<file path="src/rtl/npc_pc_if.sv">
// Fetch-side next-PC bundle: D-stage transfer info and CP0 redirects in,
// fetch address and its status flags out.
interface npc_pc_if;
  logic        stall;
  logic        req;
  logic        eret;
  logic [31:0] epc;
  logic [5:0]  npc_op;
  logic        br_cond;
  logic [31:0] d_pc;
  logic [15:0] d_imm16;
  logic [25:0] d_index26;
  logic [31:0] d_rs;
  logic [31:0] f_pc;
  logic        f_adel;
  logic        f_bd;
  logic        f_redirect;
  logic        d_flush;

  modport master (
    output stall, req, eret, epc, npc_op, br_cond, d_pc, d_imm16, d_index26, d_rs,
    input  f_pc, f_adel, f_bd, f_redirect, d_flush
  );

  modport slave (
    input  stall, req, eret, epc, npc_op, br_cond, d_pc, d_imm16, d_index26, d_rs,
    output f_pc, f_adel, f_bd, f_redirect, d_flush
  );
endinterface

</file>
<file path="src/rtl/npc_pc_unit.sv">
// F-stage PC register and next-PC selection for a delay-slot MIPS-style pipeline,
// with CP0 exception entry / ERET redirection and fetch address checking.
module npc_pc_unit #(
  parameter logic [31:0] PC_RESET  = 32'h0000_3000,
  parameter logic [31:0] EXC_ENTRY = 32'h0000_4180,
  parameter logic [31:0] IM_LO     = 32'h0000_3000,
  parameter logic [31:0] IM_HI     = 32'h0000_6FFC
) (
  input  logic       clk,
  input  logic       reset,
  npc_pc_if.slave    bus
);

  localparam logic [5:0] OP_BEQ = 6'b001000;
  localparam logic [5:0] OP_BNE = 6'b001001;
  localparam logic [5:0] OP_J   = 6'b000010;
  localparam logic [5:0] OP_JAL = 6'b000011;
  localparam logic [5:0] OP_JR  = 6'b000100;

  logic [31:0] pc_q;
  logic        redirect_q;
  logic [31:0] pc_next;
  logic [31:0] pc_plus4;
  logic [31:0] br_tgt;
  logic [31:0] j_tgt;
  logic        is_branch;
  logic        is_jump;
  logic        is_jr;
  logic        redirect;

  always_comb begin
    pc_plus4  = pc_q + 32'd4;
    br_tgt    = bus.d_pc + 32'd4 + {{14{bus.d_imm16[15]}}, bus.d_imm16, 2'b00};
    j_tgt     = {bus.d_pc[31:28], bus.d_index26, 2'b00};
    is_branch = (bus.npc_op == OP_BEQ) || (bus.npc_op == OP_BNE);
    is_jump   = (bus.npc_op == OP_J) || (bus.npc_op == OP_JAL);
    is_jr     = (bus.npc_op == OP_JR);
    redirect  = bus.req || bus.eret;
  end

  // CP0 redirects outrank a stall; unknown opcodes fall through to sequential.
  always_comb begin
    pc_next = pc_plus4;
    if (bus.req)
      pc_next = EXC_ENTRY;
    else if (bus.eret)
      pc_next = bus.epc;
    else if (bus.stall)
      pc_next = pc_q;
    else if (is_branch)
      pc_next = bus.br_cond ? br_tgt : pc_plus4;
    else if (is_jump)
      pc_next = j_tgt;
    else if (is_jr)
      pc_next = bus.d_rs;
  end

  always_ff @(posedge clk) begin
    if (reset) begin
      pc_q       <= PC_RESET;
      redirect_q <= 1'b0;
    end else begin
      pc_q       <= pc_next;
      redirect_q <= redirect;
    end
  end

  assign bus.f_pc       = pc_q;
  assign bus.f_redirect = redirect_q;
  assign bus.d_flush    = redirect;
  assign bus.f_bd       = (is_branch || is_jump || is_jr) && !redirect;
  assign bus.f_adel     = (pc_q[1:0] != 2'b00) || (pc_q < IM_LO) || (pc_q > IM_HI);

endmodule

</file>
<file path="src/flat_wrapper.sv">
// flat-port wrapper written by rule: the top's interface ports become plain ports
module npc_pc_unit_flat 
#(
  parameter logic [31:0] PC_RESET  = 32'h0000_3000,
  parameter logic [31:0] EXC_ENTRY = 32'h0000_4180,
  parameter logic [31:0] IM_LO     = 32'h0000_3000,
  parameter logic [31:0] IM_HI     = 32'h0000_6FFC
)
  (clk, reset, bus_stall, bus_req, bus_eret, bus_epc, bus_npc_op, bus_br_cond, bus_d_pc, bus_d_imm16, bus_d_index26, bus_d_rs, bus_f_pc, bus_f_adel, bus_f_bd, bus_f_redirect, bus_d_flush);
  npc_pc_if bus_i ();
  input  logic clk;
  input  logic reset;
  input wire logic [$bits(bus_i.stall)-1:0] bus_stall;
  input wire logic [$bits(bus_i.req)-1:0] bus_req;
  input wire logic [$bits(bus_i.eret)-1:0] bus_eret;
  input wire logic [$bits(bus_i.epc)-1:0] bus_epc;
  input wire logic [$bits(bus_i.npc_op)-1:0] bus_npc_op;
  input wire logic [$bits(bus_i.br_cond)-1:0] bus_br_cond;
  input wire logic [$bits(bus_i.d_pc)-1:0] bus_d_pc;
  input wire logic [$bits(bus_i.d_imm16)-1:0] bus_d_imm16;
  input wire logic [$bits(bus_i.d_index26)-1:0] bus_d_index26;
  input wire logic [$bits(bus_i.d_rs)-1:0] bus_d_rs;
  output wire logic [$bits(bus_i.f_pc)-1:0] bus_f_pc;
  output wire logic [$bits(bus_i.f_adel)-1:0] bus_f_adel;
  output wire logic [$bits(bus_i.f_bd)-1:0] bus_f_bd;
  output wire logic [$bits(bus_i.f_redirect)-1:0] bus_f_redirect;
  output wire logic [$bits(bus_i.d_flush)-1:0] bus_d_flush;
  assign bus_i.stall = bus_stall;
  assign bus_i.req = bus_req;
  assign bus_i.eret = bus_eret;
  assign bus_i.epc = bus_epc;
  assign bus_i.npc_op = bus_npc_op;
  assign bus_i.br_cond = bus_br_cond;
  assign bus_i.d_pc = bus_d_pc;
  assign bus_i.d_imm16 = bus_d_imm16;
  assign bus_i.d_index26 = bus_d_index26;
  assign bus_i.d_rs = bus_d_rs;
  assign bus_f_pc = bus_i.f_pc;
  assign bus_f_adel = bus_i.f_adel;
  assign bus_f_bd = bus_i.f_bd;
  assign bus_f_redirect = bus_i.f_redirect;
  assign bus_d_flush = bus_i.d_flush;
  npc_pc_unit #(.PC_RESET(PC_RESET), .EXC_ENTRY(EXC_ENTRY), .IM_LO(IM_LO), .IM_HI(IM_HI)) u_core (.clk(clk), .reset(reset), .bus(bus_i));
endmodule
</file>
<file path="config.mk">
export PLATFORM = sky130hd
export DESIGN_NAME = npc_pc_unit_flat
export DESIGN_NICKNAME = d
export VERILOG_FILES = /design/src/rtl/npc_pc_if.sv /design/src/rtl/npc_pc_unit.sv /design/src/flat_wrapper.sv
export SDC_FILE = /design/constraint.sdc
export NUM_CORES = 1
export LEC_CHECK = 0
export ABC_AREA = 1
export CORE_MARGIN = 2
export CORE_UTILIZATION = 35
export CTS_CLUSTER_SIZE = 24
export DETAILED_ROUTE_END_ITERATION = 8
export DONT_BUFFER_PORTS = 1
export PLACE_DENSITY = 0.55
export SYNTH_ARGS = -nofsm -noshare
export SYNTH_HDL_FRONTEND = slang
export SYNTH_SLANG_ARGS = --single-unit
</file>
<file path="constraint.sdc">
create_clock -name clk -period 4.9 [get_ports clk]
set_clock_uncertainty 0.05 [all_clocks]
set_input_delay 0.49 -clock clk [delete_from_list [all_inputs] [get_ports clk]]
set_output_delay 0.49 -clock clk [all_outputs]
set_load 0.02 [all_outputs]
</file>
After elaboration in Yosys (flattened, before gate mapping)
Index checks and enable logic that the tools add are counted.
{"block": "classes", "add_sub_neg": 3, "order_cmp": 2, "reduce_logical": 11, "n_eq_ne": 7, "muxes": 7}
{"cell": "$mux 32", "count": 6}
{"cell": "$add 32x3->32 const B", "count": 2}
{"cell": "$add 32x32->32", "count": 1}
{"cell": "$gt 32x15->1 const B", "count": 1}
{"cell": "$lt 32x14->1 const B", "count": 1}
{"cell": "$mux 15", "count": 1}
{"cell": "$eq 6x2->1 const B", "count": 2}
{"cell": "$eq 6x4->1 const B", "count": 2}
{"cell": "$logic_or 1x1->1", "count": 7}
{"cell": "$eq 6x3->1 const B", "count": 1}
{"cell": "$ne 3x1->1 const B", "count": 1}
{"cell": "$ne 2x1->1 const B", "count": 1}
{"cell": "$reduce_bool 2->1", "count": 1}
{"cell": "$reduce_or 2->1", "count": 1}
{"cell": "$logic_and 1x1->1", "count": 1}
{"cell": "$logic_not 1->1", "count": 1}
{"block": "totals", "wordCells": 33, "reg_bits": 33, "output_inout_bits": 36, "in_bits": 150}

Depth between registers and ports, before layout
{"block": "depth", "ltp_word": 7, "mapped_depth": 19, "ltp_nobuf": 19}

Worst setup path after synthesis
Ideal clock, no wire load.
{"block": "synth_path", "kind": "input-to-reg", "from": "in bus_d_imm16[1]", "to": "reg u_core.pc_q[11], in the netlist u_core.bus.f_pc[11]", "path_stages": 14, "path_slack_ns": 2.379, "required_ns": 4.718, "arrival_ns": 2.339, "setup_ns": 0.132, "n_path_buf": 0, "path_cell_list": "ha_1 -> ha_1 -> fa_1 -> nand2_1 -> nand2_1 -> nand3_1 -> nand2_1 -> or2_2 -> nand3_1 -> nand2_1 -> a21oi_1 -> nand2_1 -> nand2_1 -> a21oi_1"}
{"block": "synth_between", "elab_chain_cells": 5}
{"element": "start, declared", "line_no": "flat_wrapper.sv:20", "text": "input wire logic [$bits(bus_i.d_imm16)-1:0] bus_d_imm16;"}
{"element": "$add 32x32->32", "line_no": "npc_pc_unit.sv:33", "text": "br_tgt = bus.d_pc + 32'd4 + {{14{bus.d_imm16[15]}}, bus.d_imm16, 2'b00};"}
{"element": "$mux 32", "line_no": "npc_pc_unit.sv:51", "text": "pc_next = bus.br_cond ? br_tgt : pc_plus4;"}
{"element": "$mux 32", "line_no": "npc_pc_unit.sv:50", "text": "else if (is_branch)"}
{"element": "$mux 32", "line_no": "npc_pc_unit.sv:48", "text": "else if (bus.stall)"}
{"element": "$mux 32", "line_no": "npc_pc_unit.sv:46", "text": "else if (bus.eret)"}
{"element": "end signal, assigned", "line_no": "npc_pc_unit.sv:63", "text": "pc_q <= pc_next;"}
{"element": "end, declared", "line_no": "npc_pc_unit.sv:20", "text": "logic [31:0] pc_q;"}
No other way between the ends. The select of a mux whose other input is x is not followed.
A chain may end at the register's enable or synchronous reset.

Final worst setup path
{"block": "layout_path", "from": "reg u_core.pc_q[2], in the netlist u_core.bus.f_pc[2]", "to": "reg u_core.pc_q[16], in the netlist u_core.bus.f_pc[16]"}
{"block": "layout_between", "elab_chain_cells": 6, "word_cells_on_any_way": 7, "cone_classes": "add/sub: 1; mux: 6"}
{"element": "$add 32x3->32 (*)", "line_no": "npc_pc_unit.sv:32", "text": "pc_plus4 = pc_q + 32'd4;"}
{"element": "$mux 32", "line_no": "npc_pc_unit.sv:54", "text": "else if (is_jr)"}
{"element": "$mux 32", "line_no": "npc_pc_unit.sv:52", "text": "else if (is_jump)"}
{"element": "$mux 32 (*)", "line_no": "npc_pc_unit.sv:50"}
{"element": "$mux 32 (*)", "line_no": "npc_pc_unit.sv:48"}
{"element": "$mux 32 (*)", "line_no": "npc_pc_unit.sv:46"}
Mark *: on every way between the ends. The rest lies on a longest branch, timed or not. The select of a mux whose other input is x is not followed.

==> impl_results.md <==
- Synthesized net count: 1,309
- Initial DRT Pass Iterations: 6
- Worst-path clk slew: 0.06 ns
- Type of the setup path with the least slack: reg -> reg
- DRC: 0
- Weighted congestion reported at the end of routability-driven placement: 0.9370
- WL/cell: 18.78 µm
- Number of port buffers: 0
- Antenna Nets Post-Route: 0
- Library cells used by synthesis: 44
- Synth Cell Area: 5974 µm²
- Critical Path RT: 5.06 ns
- WHS: 0.2069 ns
- Critical-path top delay cell: sky130_fd_sc_hd__dfxtp_1
- Synth top cells by count: sky130_fd_sc_hd__nand2_1, sky130_fd_sc_hd__inv_1, sky130_fd_sc_hd__nor2_1
- Category of the worst setup path capture point: register
- Most frequent cell after synthesis: sky130_fd_sc_hd__nand2_1
- Status: finished, final reports clean
- Worst-skew pair later-pin latency: 0.29 ns
- Post-CTS setup buffers: 0
- Overflow left after global routing: 0
- Maximum number of pins on one net before global-route repair: 44
- Number of warnings reported in the yosys synthesis log: 0
- Maximum frequency from static timing analysis: 373.4 MHz
- Starting Density: 0.3590
- DP Area: 6142 µm²
- Maximum resistive drop on vdd: 101.0 µV
- Crit path DAT: 2.84 ns
- CTS tree: done
- Layout cell share with drive strength beyond 1: 0.04806
- Power density normalized to cell area: 186.9 nW/µm²
- Via count of the first global-routing pass: 6,606
- Post-synthesis instance total: 1,100
- CP most frequent cell: sky130_fd_sc_hd__nor2_1
- DRT iter0 DRCs: 629
- Largest area contributor in the netlist: sky130_fd_sc_hd__nand2_1
- Slew margin rel.: 0.3598
- H-tree depth reported by CTS: 2
- Area of the core: 16,640 µm²
- Gr usage total: 0.2678
- Post-layout min period: 2.678 ns
- Final setup violating endpoints: 0
- Root cell of the clock tree: sky130_fd_sc_hd__clkbuf_16
- Vertical extent of the die: 134.7 µm
- Critical Path, Cell by Cell: ha_1 -> inv_1 -> nor2_4 -> nand2_2 -> nor2_1 -> nand2_1 -> xor2_1 -> nor2_1 -> o21ai_0 -> nand3b_1 -> a21oi_1
- Number of sinks handled by clock tree synthesis: 33
- Max FO, Critical Path: 7
- Count of final hold-check violations: 0
- Die width: 134.7 µm
- Buffer levels on the longest clock path: 2
- Design Area, Final: 6316 µm²
- Post-synthesis sequential element count: 33
- Leading post-synthesis cells by cell area: sky130_fd_sc_hd__nand2_1, sky130_fd_sc_hd__ha_1, sky130_fd_sc_hd__dfxtp_1
- Count of hold buffers inserted by post-cts repair: 0
- Reg-to-reg slack, setup: 2.22 ns
- Number of synthesized flops with an enable pin: 0
- Async set-or-reset flop fraction in the synthesized netlist: 0
- Number of maximum-capacitance constraint violations: 0
- Measured slew at the worst slew-check pin: 0.9593 ns
- Total wire length after detailed routing: 24,470 µm
- Layout Area Growth over Synthesis: 5.717%
- Global-route wire length before repair: 37,520 µm
- Unrepaired setup endpoints after global routing: false
- Leakage power: 0.002958 µW
- Critical Path Max Stage Delay: 0.65 ns
- Number of top-level pins: 186
- Main flop type after synthesis: sky130_fd_sc_hd__dfxtp_1
- Vias after detailed routing: 7,048
- Initial antenna violation count: 2
- Avg Synthesized Cell Area: 5.431 µm²
- Setup TNS after final layout: 0 ns
- Total power consumption of the routed design: 1180 µW
- Fin crit share: 0.5466
- Clock buffers created by TritonCTS: 5
- Top cell type's share of synthesized area: 0.2318
- Total number of placement rows: 47
- Final nets: 1,290
- Class of the worst hold path: in -> reg
- Startpoint types: register
- Sequential area share after synthesis: 0.1106
- Vias per std cell: 5.409
- Area of the die: 18,130 µm²
- Slew Limit Fails: 0
- Sum of net half-perimeters after detailed placement: 20,370 µm
- Quantity of gates resized following cts: 0
==> flip-flops by register name, indices dropped and copies added (netlist names), named ones only <==
name / cells
u_core.bus.f_pc: 30
u_core.bus.f_redirect: 1
==> layout by cell type, fill, tap and decap left out, drive strengths merged, types with 2 or more instances in the layout <==
master	count
o21ai	67
o21bai	7
nand2	375
xor2	17
nor4	2
clkbuf	5
inv	134
nor2	137
ha	58
nor3	11
clkinv	3
nand4	10
nand3	90
a21oi	78
and2	2
buf	3
a31oi	4
dfxtp	33
a21o	3
or2	5
a31o	2
o2111ai	3
o211ai	10
nand3b	5
xnor2	9
==> cell families (layout without fill, tap and decap cells) <==
kind of cell | Yosys count | in the layout | share of synthesized area
AND/OR/NAND/NOR | 637 | 637 | 0.4484
buffers and inverters | 165 | 147 | 0.1081
adder cells (fa/ha/maj) | 59 | 59 | 0.1248
flip-flops | 33 | 33 | 0.1106
other | 0 | 1 | 0
XOR/XNOR | 26 | 26 | 0.03937
AO/OA/AOI/OAI | 180 | 180 | 0.1688
==> worst max-delay path: cells and delay by family (launching register included) <==
family	cells	cell delay, ns
and+or+nand+nor	6	0.86
DFF	1	0.65
adders and majority gates	1	0.36
AOI/OAI and AO/OA	2	0.30
xor gates and xnor gates	1	0.24
buffers and inverters	1	0.12
==> metrics by stage <==
| step | setup WS (ns) | utilization | std cells |
|---|---|---|---|
| detailed placement | 2.109 | 0.3691 | 1294 |
| floorplan | 2.379 | - | 1100 |
| finish | 2.222 | 0.3795 | 1303 |
| global route | 1.967 | 0.3795 | 1303 |
| global placement | 2.119 | 0.3691 | 1294 |
| CTS | 2.196 | 0.3794 | 1302 |
==> final timing paths <==
kind / startpoint / end / cells after the start
min: reset / u_core.bus.f_pc[8]$_SDFFE_PP0P_ / 1
min reg2reg: register / register / 2
max: u_core.bus.f_pc[2]$_SDFFE_PP0P_ / u_core.bus.f_pc[16]$_SDFFE_PP0P_ / 11
max reg2reg: u_core.bus.f_pc[2]$_SDFFE_PP0P_ / u_core.bus.f_pc[16]$_SDFFE_PP0P_ / 11
==> area by class of cell <==
type / count / area, µm²
fillers: 1910 / 10330
multi-input cells: 902 / 4673
flip-flops and latches: 33 / 660.6
inverters: 136 / 510.5
well taps: 220 / 275.3
clock buffers: 5 / 125.1
clock inverters: 3 / 46.29
repair buffers: 3 / 22.52
diodes: 1 / 2.502
==> report_power, final <==
group | switching (µW) | total (µW) | internal [µW]
clock network | 134 | 375 | 241
registers | 41.2 | 322 | 281
logic | 317 | 483 | 166
total | 493 | 1180 | 688
==> routing by layer <==
metal | vias up | track usage | part of all wire
li1 | 3534 | - | -
met1 | 3115 | 0.3539 | 0.43
met2 | 352 | 0.4329 | 0.45
met3 | 47 | 0.06269 | 0.093
met4 | 0 | 0.08129 | 0.033
met5 | - | 0 | 0
No activity file was read; power rests on OpenSTA's default activity.
